**config.mk**
```make
export PLATFORM = sky130hd
export DESIGN_NAME = matrix_scalar_divider
export DESIGN_NICKNAME = d
export VERILOG_FILES = /design/src/rtl/matrix_scalar_divider.sv
export SDC_FILE = /design/constraint.sdc
export NUM_CORES = 1
export LEC_CHECK = 0
export CAP_MARGIN = 0
export CELL_PAD_IN_SITES_DETAIL_PLACEMENT = 0
export CELL_PAD_IN_SITES_GLOBAL_PLACEMENT = 2
export CORE_MARGIN = 1.5
export CORE_UTILIZATION = 34
export CTS_BUF_LIST = sky130_fd_sc_hd__clkbuf_4
export CTS_CLUSTER_SIZE = 10
export DETAILED_ROUTE_END_ITERATION = 7
export PLACE_DENSITY = 0.85
export SLEW_MARGIN = 20
export SYNTH_ARGS = -nofsm -noshare
export SYNTH_HDL_FRONTEND = slang
export SYNTH_SLANG_ARGS = --single-unit
```
**constraint.sdc**
```tcl
create_clock -name clk -period 3.6 [get_ports clk]
set_clock_uncertainty 0.2 [all_clocks]
set_input_delay 0.72 -clock clk [delete_from_list [all_inputs] [get_ports clk]]
set_output_delay 0.72 -clock clk [all_outputs]
set_load 0.005 [all_outputs]
```
**src/rtl/matrix_scalar_divider.sv**
```systemverilog
// Divides each signed 8-bit element of a flattened 5x5 matrix by a signed 8-bit
// scalar, one element at a time, through a single bit-serial restoring divider.
module matrix_scalar_divider #(
  parameter int N_ELEM = 25,
  parameter int W      = 8
) (
  input  logic                  clk,
  input  logic                  rst_n,
  input  logic                  start,
  input  logic [N_ELEM*W-1:0]   matriz_entrada,
  input  logic [W-1:0]          escalar,
  output logic                  busy,
  output logic                  done,
  output logic                  div_zero,
  output logic                  ovf,
  output logic [N_ELEM*W-1:0]   matriz_saida
);

  localparam int KW = $clog2(N_ELEM);
  localparam int IW = $clog2(W);

  typedef enum logic [1:0] {
    S_IDLE  = 2'd0,
    S_LOAD  = 2'd1,
    S_DIV   = 2'd2,
    S_STORE = 2'd3
  } state_t;

  // Two's-complement magnitude; the most negative value maps to 2^(W-1).
  function automatic logic [W-1:0] abs_mag(input logic [W-1:0] x);
    logic [W-1:0] r;
    if (x[W-1]) begin
      r = W'(~x + {{(W-1){1'b0}}, 1'b1});
    end else begin
      r = x;
    end
    return r;
  endfunction

  // Re-applies the sign to a magnitude quotient; MSB of the result flags saturation.
  function automatic logic [W:0] signed_quotient(input logic [W-1:0] mag, input logic neg);
    logic [W:0] r;
    if (neg) begin
      r = {1'b0, W'(~mag + {{(W-1){1'b0}}, 1'b1})};
    end else if (mag[W-1]) begin
      r = {1'b1, 1'b0, {(W-1){1'b1}}};
    end else begin
      r = {1'b0, mag};
    end
    return r;
  endfunction

  state_t                 state_q, state_d;
  logic [N_ELEM*W-1:0]    mat_q, mat_d;
  logic [W-1:0]           esc_q, esc_d;
  logic [KW-1:0]          k_q, k_d;
  logic [IW-1:0]          iter_q, iter_d;
  logic [W-1:0]           dvd_q, dvd_d;
  logic [W-1:0]           dvs_q, dvs_d;
  logic [W-1:0]           rem_q, rem_d;
  logic [N_ELEM*W-1:0]    buf_q, buf_d;
  logic [N_ELEM*W-1:0]    out_q, out_d;
  logic                   busy_q, busy_d;
  logic                   done_q, done_d;
  logic                   dz_q, dz_d;
  logic                   ovf_q, ovf_d;

  logic [W:0]             trial_s;
  logic [W:0]             diff_s;
  logic                   trial_ge_s;
  logic [W-1:0]           elem_s;
  logic [W:0]             quot_s;
  logic [KW+2:0]          slot_s;

  assign slot_s     = {k_q, 3'b000};
  assign elem_s     = mat_q[slot_s +: W];
  assign trial_s    = {rem_q, dvd_q[W-1]};
  assign diff_s     = trial_s - {1'b0, dvs_q};
  assign trial_ge_s = (trial_s >= {1'b0, dvs_q});
  assign quot_s     = signed_quotient(dvd_q, elem_s[W-1] ^ esc_q[W-1]);

  // State and datapath registers.
  always_ff @(posedge clk or negedge rst_n) begin
    if (!rst_n) begin
      state_q <= S_IDLE;
      mat_q   <= '0;
      esc_q   <= '0;
      k_q     <= '0;
      iter_q  <= '0;
      dvd_q   <= '0;
      dvs_q   <= '0;
      rem_q   <= '0;
      buf_q   <= '0;
      out_q   <= '0;
      busy_q  <= 1'b0;
      done_q  <= 1'b0;
      dz_q    <= 1'b0;
      ovf_q   <= 1'b0;
    end else begin
      state_q <= state_d;
      mat_q   <= mat_d;
      esc_q   <= esc_d;
      k_q     <= k_d;
      iter_q  <= iter_d;
      dvd_q   <= dvd_d;
      dvs_q   <= dvs_d;
      rem_q   <= rem_d;
      buf_q   <= buf_d;
      out_q   <= out_d;
      busy_q  <= busy_d;
      done_q  <= done_d;
      dz_q    <= dz_d;
      ovf_q   <= ovf_d;
    end
  end

  // Next-state and datapath control.
  always_comb begin
    state_d = state_q;
    mat_d   = mat_q;
    esc_d   = esc_q;
    k_d     = k_q;
    iter_d  = iter_q;
    dvd_d   = dvd_q;
    dvs_d   = dvs_q;
    rem_d   = rem_q;
    buf_d   = buf_q;
    out_d   = out_q;
    busy_d  = busy_q;
    done_d  = 1'b0;
    dz_d    = dz_q;
    ovf_d   = ovf_q;

    case (state_q)
      S_IDLE: begin
        if (start) begin
          mat_d = matriz_entrada;
          esc_d = escalar;
          k_d   = '0;
          dz_d  = 1'b0;
          ovf_d = 1'b0;
          if (escalar == {W{1'b0}}) begin
            out_d   = '0;
            dz_d    = 1'b1;
            done_d  = 1'b1;
            state_d = S_IDLE;
          end else begin
            busy_d  = 1'b1;
            state_d = S_LOAD;
          end
        end else begin
          state_d = S_IDLE;
        end
      end

      S_LOAD: begin
        dvd_d   = abs_mag(elem_s);
        dvs_d   = abs_mag(esc_q);
        rem_d   = '0;
        iter_d  = '0;
        state_d = S_DIV;
      end

      S_DIV: begin
        // Quotient bits shift in from the right as dividend bits leave on the left.
        if (trial_ge_s) begin
          rem_d = diff_s[W-1:0];
          dvd_d = {dvd_q[W-2:0], 1'b1};
        end else begin
          rem_d = trial_s[W-1:0];
          dvd_d = {dvd_q[W-2:0], 1'b0};
        end
        iter_d = iter_q + {{(IW-1){1'b0}}, 1'b1};
        if (iter_q == IW'(W-1)) begin
          state_d = S_STORE;
        end else begin
          state_d = S_DIV;
        end
      end

      S_STORE: begin
        buf_d[slot_s +: W] = quot_s[W-1:0];
        if (quot_s[W]) begin
          ovf_d = 1'b1;
        end else begin
          ovf_d = ovf_q;
        end
        if (k_q == KW'(N_ELEM-1)) begin
          out_d   = buf_d;
          done_d  = 1'b1;
          busy_d  = 1'b0;
          state_d = S_IDLE;
        end else begin
          k_d     = k_q + {{(KW-1){1'b0}}, 1'b1};
          state_d = S_LOAD;
        end
      end

      default: begin
        busy_d  = 1'b0;
        state_d = S_IDLE;
      end
    endcase
  end

  assign busy         = busy_q;
  assign done         = done_q;
  assign div_zero     = dz_q;
  assign ovf          = ovf_q;
  assign matriz_saida = out_q;

endmodule

```
==> out/qor.csv, run 1 <==
metric,value,unit
MaxCap Viol Count,0,
"Design Area, Final",0.0352,mm^2
Rel. slew slack,41.3,%
setup TNS,0,ns
final estimated routing congestion in global placement,0.863,
CTS tree,done,
Tmin final,3.46,ns
number of cells produced by synthesis,2162,
count of final setup violators,0,
Nets,2942,
Setup WS post-layout,0.144,ns
r2r startpoint,k_q[0]$_DFFE_PN0P_,
cts bufs inserted,174,
Filler cells,7163,
Worst Path Required,4.21,ns
Pre-Repair DR Iteration Count,7,
CP Launch Type,flip-flop,
Area growth syn-to-layout,30.5,%
register area share after synthesis,59.9,%
asr flop ratio synth,100,%
RSZ-0062 raised after global routing,no,
met3 Resource Use GR,6.05,%
drt drc,0,
CTS sink cnt,646,
share of the synthesized area in the top cell type,59.9,%
Reg2Reg Depth,9,
CP dominant cell by count,buf_12,
Antenna Nets Post-Route,0,
htree depth,4,
"most common cell after layout, fill and taps aside",dfrtp_1,
GR Overflow Total,0,
period utilisation layout,96.0,%
crit path cell chain,"buf_12, mux4_2, a32oi_1, and3_2, xnor2_4, buf_4, o311ai_4, buf_12, o21ai_1",
slowest CP cell,dfrtp_4,
Post-synth EDFFs,0,
Synth warnings,0,
Die Wd,285,um
Starting Density,34.3,%
VDD IR max,0.204,mV
Port Buffers,414,
reg2reg end,buf_q[38]$_DFFE_PN0P_,
CP endpoint,buf_q[38]$_DFFE_PN0P_,
reg2reg setup slack,0.14,ns
initial antenna violation count,15,
Placed Instance Area,0.0330,mm^2
Root Driver,clkbuf_4,
Max Freq,0.289,GHz
WL/cell,21.5,um
status,finished clean,
DR iter-0 viols,1348,
Final Max Tran Viols,0,
drt total wl,83.5,mm
Die ar.,0.0811,mm^2
Post-Synthesis Net Count,2396,
Synth cell types,70,
arrival time at the worst endpoint,4.07,ns
Area contributors post-synth,"dfrtp_1 (60%), mux2_2 (9.2%), a22o_1 (5.8%)",
Max Buffers Root-to-Sink,3,
"Buf+Inv Stages, Crit Path",3,
final hold violation count,0,
largest area contributor in the netlist,dfrtp_1,
layout cell share with drive strength beyond 1,23.5,%
Mean Syn Cell Area,12.5,um^2
Synth Cell Area,0.0270,mm^2
worst slack at placement,0.105,ns
"Clk pin slew, worst setup/hold paths",0.06,ns
met2 Use GR,33.3,%
WP depth,9,
Worst Tran Pin Value,0.881,ns
Skew-Pair Late Insertion Delay,1.01,ns
CP top delay family,compound AO/OA/AOI/OAI gates,
hpwl dp,60.4,mm
critical path's largest stage delay,0.51,ns
largest net degree at the start of global routing,88,
total track usage,20.6,%
die height,285,um
Leak,0.0162,uW
GR met1 Demand/Resource,25.8,%
io pins,415,
ys flop type,dfrtp_1,
vias in the first global route,20800,
hold slack,0.113,ns
crit path from,k_q[0]$_DFFE_PN0P_,
most frequent cells in the layout,"dfrtp_1 (643), clkdlybuf4s50_1 (413), nand2_1 (272)",
Crit. End Element,flip-flop,
first-pass GRT wire length,127,mm
Power Density,402,mW/mm^2
Yosys reg bits,646,
global routing's busiest layer,met2,
standard cell core area,0.0787,mm^2
via count,20000,
critical path class,reg2reg,
Hold Path Class,in2async,
CP Max Fanout,15,
floorplan row count,103,
detail-routed via count per cell,5.15,
cell families (layout without fill, tap and decap cells):
logic type                 Yosys count  count (layout)  share of synthesized area (%)
AOI/OAI and AO/OA                  552             552                           14.2
xor gates and xnor gates            18              18                          0.654
adders and majority gates           23              23                           1.09
buffers and inverters              187             849                           2.82
DFF                                646             646                           59.9
muxes                              297             297                           14.2
other                                0               4                              0
and+or+nand+nor                    439             439                           7.12
sequential cells by signal (all words and copies together), names as in the netlist, 2 cells and up:
| register | flops |
|---|---|
| state_q | 2 |
| buf_q | 200 |
| k_q | 5 |
| dvd_q | 8 |
| dvs_q | 8 |
| mat_q | 200 |
| esc_q | 8 |
| rem_q | 8 |
| matriz_saida | 200 |
| iter_q | 3 |
cell type report:
cell class	count	area [um^2]	share of cell area, %
Antenna cell	4	10.0	0.0284
Clock inverter	38	275	0.782
Timing Repair Buffer	519	5230	14.8
Inverter	38	143	0.405
Tap cell	1050	1310	3.73
Clock buffer	254	1910	5.42
Sequential cell	646	16200	45.9
Multi-Input combinational cell	1329	10200	28.9
report_power, final:
part / internal [uW] / switching, uW / total [uW]
Combinational: 222 / 193 / 415
Sequential: 7260 / 0 / 7260
Clock: 3440 / 3050 / 6490
Total: 10900 / 3240 / 14200
worst min path at each step:
stage                                     start                             to  slack (ns)
final                                     rst_n  matriz_saida[187]$_DFFE_PN0P_        0.11
after global routing        matriz_entrada[117]         mat_q[117]$_DFFE_PN0P_        0.04
after CTS                   matriz_entrada[148]         mat_q[148]$_DFFE_PN0P_       0.008
after detailed placement   buf_q[0]$_DFFE_PN0P_           buf_q[0]$_DFFE_PN0P_        0.26
after global placement    buf_q[32]$_DFFE_PN0P_          buf_q[32]$_DFFE_PN0P_        0.26
after floorplan                           rst_n           buf_q[0]$_DFFE_PN0P_        0.22
metrics by stage:
stage / total power [uW] / util, % / std cells
5_1_grt: 14800 / 44.7 / 3876
2_1_floorplan: 7400 / - / 2162
3_5_place_dp: 7820 / 41.9 / 3580
4_1_cts: 14400 / 44.7 / 3873
6_report: 14200 / 44.7 / 3878
3_3_place_gp: 7810 / 41.9 / 3580
synth_stat cells, drive strengths merged, types with 4 or more instances:
cell / number
o21a: 5
mux2i: 30
a21oi: 40
nand2: 274
o31ai: 25
xnor2: 12
a22oi: 7
a21o: 5
nand4: 11
and2: 8
nor4: 4
nand3: 34
clkbuf: 118
xor2: 6
a32o: 23
nor2: 47
o22ai: 12
o21ai: 215
a22o: 179
nand2b: 5
mux2: 222
mux4: 45
o41ai: 4
a32oi: 11
or2: 5
and3: 12
inv: 38
nor2b: 6
nor3: 8
dfrtp: 646
ha: 22
buf: 31
or3: 13
layer usage:
metal / share of wire, % / routed length (um) / vias to the layer above
li1: - / - / 9141
met1: 41 / 34500 / 9919
met2: 48 / 40100 / 689
met3: 6.9 / 5790 / 189
met4: 3.5 / 2960 / 22
met5: 0.16 / 134 / -
repair_timing:
item,4_1_cts,5_1_grt
hold buffers,1,0
endpoints found under the setup margin,0,38
gates resized for setup,0,4
endpoints found under the hold margin,72,0
buffers inserted,0,1
(Power assumes the default switching activity.)
==> run 2, diff against run 1 <==
CORE_ASPECT_RATIO = 2   (was default)
CORE_UTILIZATION = 24   (was 34)
PLACE_DENSITY = 0.66   (was 0.85)
==> out/qor.csv, run 2 (synthesis results as in run 1) <==
metric,value,unit
drt total wl,96.6,mm
Port Buffers,414,
Hold Path Stages,4,
CP Launch Type,flip-flop,
"most common cell after layout, fill and taps aside",dfrtp_1,
Area growth syn-to-layout,41.3,%
htree depth,4,
MaxCap Viol Count,0,
global routing's busiest layer,met2,
Final Max Tran Viols,0,
floorplan row count,173,
Max Buffers Root-to-Sink,3,
die height,477,um
VDD IR max,0.240,mV
Pre-Repair DR Iteration Count,7,
CTS sink cnt,646,
io pins,415,
Crit. End Element,flip-flop,
most frequent cells in the layout,"dfrtp_1 (643), clkdlybuf4s50_1 (413), nand2_1 (267)",
Worst Hold Path EP,div_zero$_DFFE_PN0P_,
reg2reg end,dvd_q[6]$_DFFE_PN0P_,
setup TNS,0,ns
critical path class,reg2reg,
slowest CP cell,mux4_2,
Die ar.,0.115,mm^2
via count,20800,
initial antenna violation count,3,
met2 Use GR,31.1,%
total track usage,17.1,%
Starting Density,24.3,%
reg2reg setup slack,0.11,ns
RSZ-0062 raised after global routing,no,
met3 Resource Use GR,4.32,%
Die Wd,240,um
Worst Tran Pin Value,0.816,ns
"Clk pin slew, worst setup/hold paths",0.07,ns
status,finished clean,
detail-routed via count per cell,4.60,
Worst Hold Launch,start,
final non-filler cell total,4533,
Skew-Pair Late Insertion Delay,1.09,ns
Reg2Reg Depth,9,
Root Driver,clkbuf_4,
Max Freq,0.287,GHz
CTS tree,done,
"Buf+Inv Stages, Crit Path",2,
Placed Instance Area,0.0339,mm^2
first-pass GRT wire length,145,mm
multi-input logic area,0.0102,mm^2
Pwr Total,14100,uW
Worst Path Required,4.35,ns
WL/cell,21.3,um
Leak,0.0172,uW
GR Overflow Total,0,
final estimated routing congestion in global placement,0.808,
Rel. slew slack,44.7,%
CP Max Fanout,15,
count of final setup violators,0,
layout cell share with drive strength beyond 1,22.4,%
r2r startpoint,k_q[0]$_DFFE_PN0P_,
hold slack,0.256,ns
largest net degree at the start of global routing,101,
crit path cell chain,"buf_12, buf_4, mux4_2, a32oi_1, nand4_1, o41ai_2, xnor2_1, o211ai_1, o21a_1",
Hold Path Class,in2reg,
Inst Count DP,4045,
standard cell core area,0.111,mm^2
arrival time at the worst endpoint,4.24,ns
critical path's largest stage delay,0.58,ns
DR iter-0 viols,914,
hpwl dp,70.6,mm
"Design Area, Final",0.0381,mm^2
Tmin final,3.49,ns
Power Density,370,mW/mm^2
CP top delay family,compound AO/OA/AOI/OAI gates,
cts bufs inserted,159,
final hold violation count,0,
drt drc,0,
Filler cells,11100,
Antenna Nets Post-Route,0,
Nets,3168,
Seq. cell area,0.0162,mm^2
vias in the first global route,22600,
period utilisation layout,96.9,%
GR met1 Demand/Resource,18.5,%
## run 2: worst max path at each step
stage	slack [ns]	start	depth (start not counted)	endpoint
3_3_place_gp	-0.02	escalar[1]	8	matriz_saida[187]$_DFFE_PN0P_
4_1_cts	0.04	k_q[0]$_DFFE_PN0P_	13	dvd_q[6]$_DFFE_PN0P_
6_report	0.11	k_q[0]$_DFFE_PN0P_	9	dvd_q[6]$_DFFE_PN0P_
3_5_place_dp	-0.04	escalar[0]	8	matriz_saida[187]$_DFFE_PN0P_
5_1_grt	0.02	k_q[0]$_DFFE_PN0P_	9	dvd_q[6]$_DFFE_PN0P_
2_1_floorplan	0.08	k_q[0]$_DFFE_PN0P_	16	matriz_saida[194]$_DFFE_PN0P_
## run 2: worst reg2reg max path: stages (launching register included)
cell      delay, ns
dfrtp_4        0.49
buf_12         0.19
buf_4          0.24
mux4_2         0.58
a32oi_1        0.48
nand4_1        0.33
o41ai_2        0.43
xnor2_1        0.18
o211ai_1       0.11
o21a_1         0.13
## run 2: layout make-up
| type | count | area share, % |
|---|---|---|
| diodes | 6 | 0.0394 |
| well taps | 1487 | 4.88 |
| clock buffers | 228 | 4.49 |
| multi-input cells | 1329 | 26.8 |
| repair buffers | 760 | 20.4 |
| inverters | 38 | 0.374 |
| clock inverters | 39 | 0.663 |
| flip-flops and latches | 646 | 42.4 |
## run 2: metal layers
layer / part of all wire (%) / wire, um
met1: 37 / 36000
met2: 53 / 51400
met3: 6.0 / 5750
met4: 3.6 / 3460
met5: 0 / 0
## run 2: power breakdown
group | total [uW] | internal [uW] | switching (uW) | leakage [uW]
logic | 626 | 382 | 243 | 0.00726
clock network | 6210 | 3060 | 3150 | 0.00118
registers | 7260 | 7260 | 0 | 0.00877
## run 2: through the flow
stage / worst slack [ns] / utilization, %
4_1_cts: 0.0413 / 34.2
3_3_place_gp: -0.0224 / 30.5
3_5_place_dp: -0.0353 / 30.5
2_1_floorplan: 0.0750 / -
5_1_grt: 0.0243 / 34.3
6_report: 0.113 / 34.3
## run 2: repair_timing
item,CTS,global route
resized for setup,0,15
hold buffers,211,0
setup endpoints to repair,0,218
endpoints found under the hold margin,681,0
buffers inserted,0,3
==> run 3, diff against run 2 <==
ABC_AREA = 0   (was default)
GPL_TIMING_DRIVEN = 0   (was default)
HOLD_SLACK_MARGIN = 0.15   (was default)
==> out/qor.csv, run 3 (synthesis results as in run 1) <==
metric,value,unit
count of final setup violators,1,
"most common cell after layout, fill and taps aside",dfrtp_1,
Crit. End Element,flip-flop,
critical path class,reg2reg,
CTS tree,done,
final non-filler cell total,4587,
"Clk pin slew, worst setup/hold paths",0.07,ns
first-pass GRT wire length,158,mm
WL/cell,23.8,um
Port Buffers,414,
Skew-Pair Late Insertion Delay,1.10,ns
Placed Instance Area,0.0332,mm^2
most frequent cells in the layout,"dfrtp_1 (644), clkdlybuf4s50_1 (413), nand2_1 (268)",
Root Driver,clkbuf_4,
switch share,24.5,%
standard cell core area,0.111,mm^2
worst slack at placement,-2.38,ns
power share of the clock group,44.2,%
Pre-Repair DR Iteration Count,5,
io pins,415,
drt drc,0,
Leak,0.0172,uW
Psw,3440,uW
Pint,10600,uW
hold slack,0.278,ns
Rel. slew slack,27.3,%
Max Freq,0.277,GHz
share of total power in combinational logic,4.3,%
final estimated routing congestion in global placement,0.882,
Final Max Tran Viols,0,
Setup WS post-layout,-0.00549,ns
CTS sink cnt,646,
floorplan row count,173,
Die ar.,0.115,mm^2
Hold Path Class,reg2reg,
GR Overflow Total,0,
total track usage,19.2,%
CP Max Fanout,10,
drt total wl,109,mm
vias in the first global route,23500,
htree depth,4,
DR iter-0 viols,1071,
status,"complete, but fails checks",
violated checks,negative setup slack,
Starting Density,24.3,%
Antenna Nets Post-Route,0,
layout cell share with drive strength beyond 1,23.1,%
initial antenna violation count,3,
"Design Area, Final",0.0385,mm^2
Worst Tran Pin Value,1.09,ns
Max Buffers Root-to-Sink,3,
detail-routed via count per cell,4.66,
Area growth syn-to-layout,42.6,%
Seq. cell area,0.0162,mm^2
cts bufs inserted,158,
Power Density,366,mW/mm^2
VDD IR max,0.252,mV
Worst Path Required,4.32,ns
hpwl dp,82.2,mm
via count,21400,
die height,477,um
largest net degree at the start of global routing,97,
Filler cells,11200,
Die Wd,240,um
period utilisation layout,100,%
Inst Count DP,4070,
Nets,3226,
MaxCap Viol Count,0,
CP Launch Type,flip-flop,
sequential share of power,51.6,%
arrival time at the worst endpoint,4.33,ns
final hold violation count,0,
RSZ-0062 raised after global routing,yes,
Tmin final,3.61,ns
multi-input logic area,0.0106,mm^2
run 3: stage by stage:
stage / utilization, % / setup TNS (ns) / total power (uW)
global placement: 29.7 / - / 7800
finish: 34.6 / -0.00549 / 14100
CTS: 34.3 / -0.285 / 14300
detailed placement: 29.9 / -668.89 / 7820
floorplan: - / 0 / 7400
global route: 34.6 / -0.519 / 14700
run 3: power groups by stage:
stage                     Clock (uW)  Combinational (uW)  Sequential (uW)
final                           6210                 600             7250
after CTS                       6470                 614             7250
after floorplan                    0                3.28             7400
after global placement             0                 381             7420
after global routing            6820                 656             7250
after detailed placement           0                 422             7390
run 3: worst paths after layout:
check / endpoint / cells past startpoint / start / slack (ns)
worst max register to register: dvd_q[6]$_DFFE_PN0P_ / 11 / k_q[0]$_DFFE_PN0P_ / -0.005
worst min-delay path: matriz_saida[119]$_DFFE_PN0P_ / 1 / buf_q[119]$_DFFE_PN0P_ / 0.28
max in group asynchronous: matriz_saida[36]$_DFFE_PN0P_ / 7 / rst_n / 0.87
worst max-delay path: dvd_q[6]$_DFFE_PN0P_ / 11 / k_q[0]$_DFFE_PN0P_ / -0.005
min in group asynchronous: matriz_saida[131]$_DFFE_PN0P_ / 4 / rst_n / 0.48
worst min register to register: matriz_saida[119]$_DFFE_PN0P_ / 1 / buf_q[119]$_DFFE_PN0P_ / 0.28
run 3: critical path, stage by stage, from the launching register on:
cell and delay [ns]:
dfrtp_2 0.42, buf_12 0.14, buf_12 0.11, buf_16 0.15, buf_16 0.16, clkdlybuf4s15_2 0.50, mux4_2 0.61, a32oi_1 0.43
and3_1 0.30, xnor2_1 0.16, o211ai_1 0.11, o21a_1 0.14
run 3: area by class of cell:
type	instances	share of cell area, %
Antenna cell	8	0.0520
Buffer	143	2.60
Clock buffer	216	4.21
Clock inverter	44	0.767
Inverter	38	0.390
Multi-Input combinational cell	1330	27.4
Sequential cell	646	42.0
Tap cell	1487	4.84
Timing Repair Buffer	675	17.7
run 3: timing repair:
action | in CTS | in global routing
hold buffers | 211 | 0
pin swaps | 9 | 9
gates resized for setup | 198 | 73
endpoints found under the hold margin | 476 | 0
setup buffers | 33 | 8
endpoints found under the setup margin | 414 | 354
cloned | 1 | 2
run 3: metal layers:
| metal | up-vias | track usage, % | part of all wire (%) | wire length [um] |
|---|---|---|---|---|
| met5 | - | 0 | 0.017 | 18 |
| li1 | 9686 | - | - | - |
| met4 | 2 | 10.6 | 5.4 | 5840 |
| met2 | 785 | 35.5 | 53 | 58100 |
| met3 | 229 | 4.93 | 6.2 | 6740 |
| met1 | 10700 | 19.3 | 35 | 38300 |
